### src/rtl/distribution_reader.sv
// Streams every lattice node of distribution_ram in row-major order to the
// collision/stream pipeline, tagging each word with its (x, y) coordinate.
//
// state  | meaning
// IDLE   | waiting for start
// READ   | issuing one RAM read per cycle while the 2-entry buffer has room
// DRAIN  | final read issued; emptying the buffer to the consumer
// DONE   | one-cycle completion pulse
module distribution_reader #(
    parameter int GRID_X        = 16,
    parameter int GRID_Y        = 16,
    parameter int DEPTH         = GRID_X * GRID_Y,
    parameter int ADDRESS_WIDTH = $clog2(DEPTH),
    parameter int DATA_WIDTH    = 32 * 9,
    parameter int X_WIDTH       = $clog2(GRID_X),
    parameter int Y_WIDTH       = $clog2(GRID_Y)
) (
    input  logic                     Clk,
    input  logic                     Reset,
    input  logic                     start,
    output logic                     busy,
    output logic                     done,
    output logic [ADDRESS_WIDTH-1:0] address,
    output logic                     WE,
    input  logic [DATA_WIDTH-1:0]    data_out,
    output logic [DATA_WIDTH-1:0]    out_data,
    output logic [X_WIDTH-1:0]       out_x,
    output logic [Y_WIDTH-1:0]       out_y,
    output logic                     out_last,
    output logic                     out_valid,
    input  logic                     out_ready
);

    localparam logic [ADDRESS_WIDTH-1:0] LAST_ADDR = ADDRESS_WIDTH'(DEPTH - 1);
    localparam logic [X_WIDTH-1:0]       X_MAX     = X_WIDTH'(GRID_X - 1);
    localparam logic [Y_WIDTH-1:0]       Y_MAX     = Y_WIDTH'(GRID_Y - 1);

    typedef enum logic [1:0] {
        S_IDLE  = 2'd0,
        S_READ  = 2'd1,
        S_DRAIN = 2'd2,
        S_DONE  = 2'd3
    } state_t;

    state_t                   r_state;
    state_t                   w_state_next;
    logic                     w_issue;
    logic                     w_xfer;
    logic [2:0]               w_level;

    logic [ADDRESS_WIDTH-1:0] r_address;
    logic [X_WIDTH-1:0]       r_iss_x;
    logic [Y_WIDTH-1:0]       r_iss_y;

    logic                     r_inflight;
    logic [X_WIDTH-1:0]       r_inf_x;
    logic [Y_WIDTH-1:0]       r_inf_y;
    logic                     r_inf_last;

    logic [DATA_WIDTH-1:0]    r_ent_data [2];
    logic [X_WIDTH-1:0]       r_ent_x    [2];
    logic [Y_WIDTH-1:0]       r_ent_y    [2];
    logic                     r_ent_last [2];
    logic                     r_wr_ptr;
    logic                     r_rd_ptr;
    logic [1:0]               r_count;

    assign WE        = 1'b0;
    assign address   = r_address;
    assign busy      = (r_state == S_READ) || (r_state == S_DRAIN);
    assign done      = (r_state == S_DONE);

    assign out_valid = (r_count != 2'd0);
    assign out_data  = r_ent_data[r_rd_ptr];
    assign out_x     = r_ent_x[r_rd_ptr];
    assign out_y     = r_ent_y[r_rd_ptr];
    assign out_last  = r_ent_last[r_rd_ptr];

    assign w_xfer    = out_valid & out_ready;

    // Words that will occupy the buffer next cycle if nothing new is issued.
    assign w_level   = {1'b0, r_count} + {2'b00, r_inflight} - {2'b00, w_xfer};

    always_comb begin
        w_state_next = r_state;
        w_issue      = 1'b0;
        case (r_state)
            S_IDLE: begin
                if (start) begin
                    w_state_next = S_READ;
                end
            end
            S_READ: begin
                if (w_level < 3'd2) begin
                    w_issue = 1'b1;
                    if (r_address == LAST_ADDR) begin
                        w_state_next = S_DRAIN;
                    end
                end
            end
            S_DRAIN: begin
                if (w_xfer && out_last && !r_inflight && (r_count == 2'd1)) begin
                    w_state_next = S_DONE;
                end
            end
            S_DONE: begin
                w_state_next = S_IDLE;
            end
            default: begin
                w_state_next = S_IDLE;
            end
        endcase
    end

    always_ff @(posedge Clk or posedge Reset) begin
        if (Reset) begin
            r_state <= S_IDLE;
        end else begin
            r_state <= w_state_next;
        end
    end

    always_ff @(posedge Clk or posedge Reset) begin
        if (Reset) begin
            r_address <= '0;
            r_iss_x   <= '0;
            r_iss_y   <= '0;
        end else if ((r_state == S_IDLE) && start) begin
            r_address <= '0;
            r_iss_x   <= '0;
            r_iss_y   <= '0;
        end else if (w_issue) begin
            r_address <= r_address + ADDRESS_WIDTH'(1);
            if (r_iss_x == X_MAX) begin
                r_iss_x <= '0;
                r_iss_y <= (r_iss_y == Y_MAX) ? '0 : r_iss_y + Y_WIDTH'(1);
            end else begin
                r_iss_x <= r_iss_x + X_WIDTH'(1);
            end
        end
    end

    // Tag of the read the RAM is answering this cycle.
    always_ff @(posedge Clk or posedge Reset) begin
        if (Reset) begin
            r_inflight <= 1'b0;
            r_inf_x    <= '0;
            r_inf_y    <= '0;
            r_inf_last <= 1'b0;
        end else begin
            r_inflight <= w_issue;
            r_inf_x    <= r_iss_x;
            r_inf_y    <= r_iss_y;
            r_inf_last <= (r_address == LAST_ADDR);
        end
    end

    always_ff @(posedge Clk or posedge Reset) begin
        if (Reset) begin
            for (int i = 0; i < 2; i++) begin
                r_ent_data[i] <= '0;
                r_ent_x[i]    <= '0;
                r_ent_y[i]    <= '0;
                r_ent_last[i] <= 1'b0;
            end
            r_wr_ptr <= 1'b0;
            r_rd_ptr <= 1'b0;
            r_count  <= 2'd0;
        end else begin
            if (r_inflight) begin
                r_ent_data[r_wr_ptr] <= data_out;
                r_ent_x[r_wr_ptr]    <= r_inf_x;
                r_ent_y[r_wr_ptr]    <= r_inf_y;
                r_ent_last[r_wr_ptr] <= r_inf_last;
                r_wr_ptr             <= ~r_wr_ptr;
            end
            if (w_xfer) begin
                r_rd_ptr <= ~r_rd_ptr;
            end
            r_count <= r_count + {1'b0, r_inflight} - {1'b0, w_xfer};
        end
    end

endmodule

### config.mk
export PLATFORM = sky130hd
export DESIGN_NAME = distribution_reader
export DESIGN_NICKNAME = d
export VERILOG_FILES = /design/src/rtl/distribution_reader.sv
export SDC_FILE = /design/constraint.sdc
export NUM_CORES = 1
export LEC_CHECK = 0
export ABC_CLOCK_PERIOD_IN_PS = 37700
export CAP_MARGIN = 20
export CORE_MARGIN = 2
export CORE_UTILIZATION = 30
export DETAILED_ROUTE_END_ITERATION = 7
export DONT_BUFFER_PORTS = 1
export PLACE_DENSITY = 0.42
export REMOVE_ABC_BUFFERS = 1
export SLEW_MARGIN = 20
export SYNTH_ARGS = -nofsm -noshare
export SYNTH_HDL_FRONTEND = slang
export SYNTH_SLANG_ARGS = --single-unit
### constraint.sdc
create_clock -name Clk -period 37.7 [get_ports Clk]
set_clock_uncertainty 0.05 [all_clocks]
set_input_delay 5.655 -clock Clk [delete_from_list [all_inputs] [get_ports Clk]]
set_output_delay 5.655 -clock Clk [all_outputs]
set_load 0.01 [all_outputs]
* Word level (Yosys, flattened, before mapping)
Index checks and enable logic that the tools add are counted.
** Operators by class
- Add/sub/neg operators :: 7
- Order comparisons :: 4
- Equality and inequality tests :: 11
- Muxes and demuxes :: 38
- Bitwise operators :: 5
- Reductions and logical operators :: 13
** Operator list (number)
- 2-to-1 mux 288 bit :: 4
- bitwise mux 576 bit :: 1
- demux 288 bit (select 1 bit) :: 1
- 2-to-1 mux 4 bit :: 14
- bitwise mux 8 bit :: 2
- 2-to-1 mux 8 bit :: 2
- adder 4 x 1 -> 4 bit (second input constant) :: 2
- adder 8 x 1 -> 8 bit (second input constant) :: 1
- equality test 4 bit (second input constant) :: 2
- equality test 8 bit (second input constant) :: 1
- 2-to-1 mux 2 bit :: 4
- one-hot mux 2 bit (4 select lines) :: 1
- 2-to-1 mux 1 bit :: 6
- != test 2 x 1 -> 1 bit (second input constant) :: 3
- nonzero test 2 bit :: 3
- logical AND 1 bit :: 5
- demux 4 bit (select 1 bit) :: 1
- equality test 2 x 1 -> 1 bit (second input constant) :: 2
- equality test 2 bit (second input constant) :: 2
- >= comparator 2 bit (second input constant) :: 2
- NOT 1 -> 2 bit :: 2
- AND reduction 4 bit :: 1
- adder 2 x 1 -> 3 bit :: 1
- less-than comparator 3 x 2 -> 1 bit (second input constant) :: 1
- 13 further kinds :: 14
** Storage, ports and cells
- Register bits :: 626
- Output and inout port bits :: 309
- Word-level logic and storage cells :: 97

* Logic depth before layout (Yosys ltp)
- Depth after elaboration :: 9
- Depth in mapped cells :: 10

* Worst setup path before layout
OpenSTA, ideal clock, no wires.
- Path kind :: input-to-reg
- From :: input port out_ready
- To :: register r_iss_y[3]
- Library setup time :: 0.122 ns
- Data arrival time :: 7.707 ns
- Required time :: 37.528 ns
- Slack :: 29.822 ns
- Stages on the path :: 8
- Path buffers :: 0
- Path through :: nand3_1 -> o21ai_0 -> ha_1 -> fa_1 -> xnor2_1 -> nor4_1 -> nand3_1 -> a32o_1
** On the way
- Cells in the longest elaborated chain, start to end :: 7
** RTL lines
- from (decl) :: line 31 : input logic out_ready
- AND 1 bit :: line 79 : assign w_xfer = out_valid & out_ready;
- subtractor 3 x 1 -> 3 bit :: line 82 : assign w_level = {1'b0, r_count} + {2'b00, r_inflight} - {2'b00, w_xfer};
- less-than comparator 3 x 2 -> 1 bit :: line 94 : if (w_level < 3'd2) begin
- 2-to-1 mux 1 bit :: line 94
- 2-to-1 mux 1 bit :: line 87 : case (r_state)
- nonzero test 2 bit (no source line)
- AND reduction 2 bit (no source line)
- to (signal assigned) :: line 136 : r_iss_y <= (r_iss_y == Y_MAX) ? '0 : r_iss_y + Y_WIDTH'(1);
- to (decl) :: line 53 : logic [Y_WIDTH-1:0] r_iss_y;
No other way between the ends.
A chain may end at the register's enable or synchronous reset.

* Worst setup path after layout
- From :: register r_rd_ptr
- To :: output port out_data[224]
** On the way
- Cells in the longest elaborated chain, start to end :: 4
** RTL lines
- from (decl) :: line 65 : logic r_rd_ptr;
- from (signal assigned) :: line 178 : r_rd_ptr <= ~r_rd_ptr;
- NOT 1 -> 2 bit (implied by the code) :: line 74 : assign out_data = r_ent_data[r_rd_ptr];
- 2-to-1 mux 288 bit (implied by the code) (3 in series) :: line 74
- to (decl) :: line 26 : output logic [DATA_WIDTH-1:0] out_data,
No other way between the ends. The select of a mux whose other input is x is not followed.

==> results.py <==
metrics = {
    "outcome": {
        "status": "finished clean",
    },
    "yosys": {
        "synth-async-reset-ratio_pct": 100,
        "syn_inst": 1719,
        "ys_seq_area_share_pct": 58.5,
        "yosysWarnings": 0,
        "synthFlopType": "dfrtp_1",
        "synth_edf_count": 0,
        "syn_area_per_cell_um2": 15.6,
        "netlist_area_mm2": 0.0268,
        "synth_seq_cells": 626,
        "yosysUniqueCellTypes": 36,
    },
    "worst_setup_path": {
        "startpoint": "r_rd_ptr",
        "arrival_ns": 3.80,
        "worstPathMaxFanout": 65,
        "cp-endpoint": "out_data[224]",
        "r2r_cells": 4,
        "start_kind": "flip-flop",
        "r2r-end": "r_ent_data[487]",
        "r2r_slack_ns": 33.93,
        "r2r_start": "r_inflight",
        "cp-end-kind": "output port",
        "cp.required_ns": 31.99,
        "path_class": "flip-flop to output port",
    },
    "cells_and_area": {
        "mostFrequentLayoutCells": "892 x mux2_2, 625 x dfrtp_1, 79 x clkbuf_16",
        "area_growth_pct": 14.2,
        "antennaDiodeCount": 0,
        "final_common_cell": "mux2_2",
        "nNetsFinal": 2016,
        "layout.cells.non_filler": 2937,
        "layout-drive-gt1-share_pct": 58.5,
    },
    "sta": {
        "slew_headroom_pct": 27.1,
        "finalCritPeriodShare_pct": 25.2,
        "setup_viol": 0,
        "worstMarginPinSlew_ns": 1.09,
        "drv_slew": 0,
        "fmax_mhz": 105,
        "setup_tns_ns": 0,
        "finalWorstSetupSlack_ns": 28.20,
        "finalHoldViolCount": 0,
        "min_period_ns": 9.50,
        "rsz0062_at_grt": "false",
    },
    "power_and_ir_drop": {
        "sw_frac_of_total_pct": 34.0,
        "pwr-share-seq_pct": 38.8,
        "switching_power_uw": 1050,
        "pwr-share-comb_pct": 37.7,
        "p_int_uw": 2030,
        "clkPwrFrac_pct": 23.5,
        "leakagePower_uw": 0.0126,
        "peakVddDrop_uv": 55.4,
        "power_density_mw_per_mm2": 101,
    },
    "clock_tree": {
        "post_cts_buffers": 0,
        "numCtsBuffers": 77,
        "clk_path_buf_depth": 3,
        "htree_levels": 3,
        "clk_pin_slew_ns": 0.06,
        "cts_root_buf": "clkbuf_16",
        "clock_latency_ns": 0.62,
        "cts.sinks": 626,
        "cts_tree": "built",
        "holdBufCountCts": 0,
        "cts_resized": 0,
    },
    "global_route": {
        "use_met1_pct": 15.6,
        "grt.busiest_layer": "met2",
        "grt-ovfl-total": 0,
        "grt_pass1_wl_mm": 103,
        "met3_usage_pct": 5.57,
        "antenna_found_initial": 0,
        "grtUsageTotal_pct": 15.0,
        "use_met2_pct": 27.5,
        "first_global_vias": 15287,
        "grt_max_degree": 178,
    },
    "placement": {
        "io_buffers": 0,
        "globalplace.congestion": 0.798,
        "dp.cells": 2798,
        "dp_hpwl_mm": 47.8,
        "dp_slack_ns": 28.59,
    },
    "detailed_routing": {
        "routedWlPerCell_um": 24.2,
        "via_per_inst": 4.85,
        "drtPass1Iterations": 4,
        "vias": 14258,
        "drc_errors": 0,
        "drt_iter0_drc": 538,
        "routed_wl_mm": 71.1,
        "final_antenna_net_count": 0,
    },
    "die": {
        "rows": 109,
        "fp.dieArea_mm2": 0.0917,
        "pin_count": 601,
        "initial_core_util_pct": 30.3,
        "die_x_um": 303,
        "dieHeight_um": 303,
        "core_mm2": 0.0884,
    },
    "flow_run": {
        "drv_cap": 0,
    },
    "min_path": {
        "hp-class": "flip-flop to flip-flop",
    },
}
==> state kept, by name (all words and copies together) (netlist names), 4 cells and up <==
register and count:
r_iss_x 4, r_ent_x 8, r_ent_data 576, r_inf_y 4, r_ent_y 8, r_iss_y 4, r_inf_x 4, address 8
==> cell families (layout without fill, tap and decap cells) <==
group / Yosys count / count (layout) / synth area share (%)
muxes: 893 / 893 / 37.5
DFF: 626 / 626 / 58.5
buffers and inverters: 110 / 163 / 1.66
and+or+nand+nor: 49 / 49 / 0.990
AOI/OAI and AO/OA: 21 / 21 / 0.500
adders and majority gates: 10 / 10 / 0.495
xor gates and xnor gates: 9 / 9 / 0.294
other: 1 / 1 / 0.0140
==> cells in the mapped netlist, types with 3 or more instances <==
library cell / instances / area [um2]
xnor2_1: 5 / 43.8
ha_1: 9 / 113
dfrtp_1: 626 / 15700
inv_1: 9 / 33.8
clkbuf_1: 71 / 267
nand3_1: 9 / 45.0
nor2_1: 8 / 30.0
buf_1: 6 / 22.5
o21ai_0: 5 / 25.0
buf_2: 23 / 115
nand4_1: 3 / 18.8
a21oi_1: 8 / 40.0
nand2_1: 13 / 48.8
mux2_2: 892 / 10000
xor2_1: 4 / 35.0
==> layer usage <==
metal	vias up	routed length [um]	part of all wire [%]
met5	-	0	0
met4	0	2050	2.9
met1	7557	24600	35
met3	117	6060	8.5
met2	398	38400	54
li1	6186	-	-
==> power by group through the flow <==
stage | clock [uW] | sequential, uW | combinational (uW)
after floorplan | 0 | 1170 | 1100
after global placement | 0 | 1200 | 1170
after detailed placement | 0 | 1210 | 1190
after CTS | 753 | 1200 | 1190
after global routing | 785 | 1240 | 1240
final | 723 | 1200 | 1160
==> worst min path at each step <==
stage | cells after the start | slack (ns) | to | start
5_1_grt | 0 | 0.40 | r_inf_y[3] | r_iss_y[3]
4_1_cts | 0 | 0.38 | r_inf_y[3] | r_iss_y[3]
6_report | 0 | 0.38 | r_inf_y[3] | r_iss_y[3]
3_3_place_gp | 0 | 0.37 | r_inf_x[1] | r_iss_x[1]
2_1_floorplan | 0 | 0.33 | r_inf_x[3] | r_iss_x[3]
3_5_place_dp | 0 | 0.37 | r_inf_x[3] | r_iss_x[3]
==> critical path, stage by stage, from the launching register on <==
cell	delay, ns
dfrtp_4	0.97
buf_4	0.90
buf_4	0.67
mux2_2	0.45
==> area by class of cell <==
class                      instances  area (um2)
clock buffer                     118        2310
clock inverter                    19         193
fill                            8519       57800
inverter                           9        41.3
multi-input combinational        983       10700
sequential                       626       15700
tap                             1165        1460
timing repair buffer              17         221
==> stage by stage <==
step           total power, uW  area (um2)  utilization (%)  hold slack [ns]
2_1_floorplan             2270       26400                -            0.331
3_3_place_gp              2360       28000             31.7            0.367
3_5_place_dp              2390       28000             31.7            0.372
4_1_cts                   3140       30500             34.5            0.383
5_1_grt                   3260       30600             34.6            0.399
6_report                  3080       30600             34.6            0.381
No activity file was read; power rests on OpenSTA's default activity.
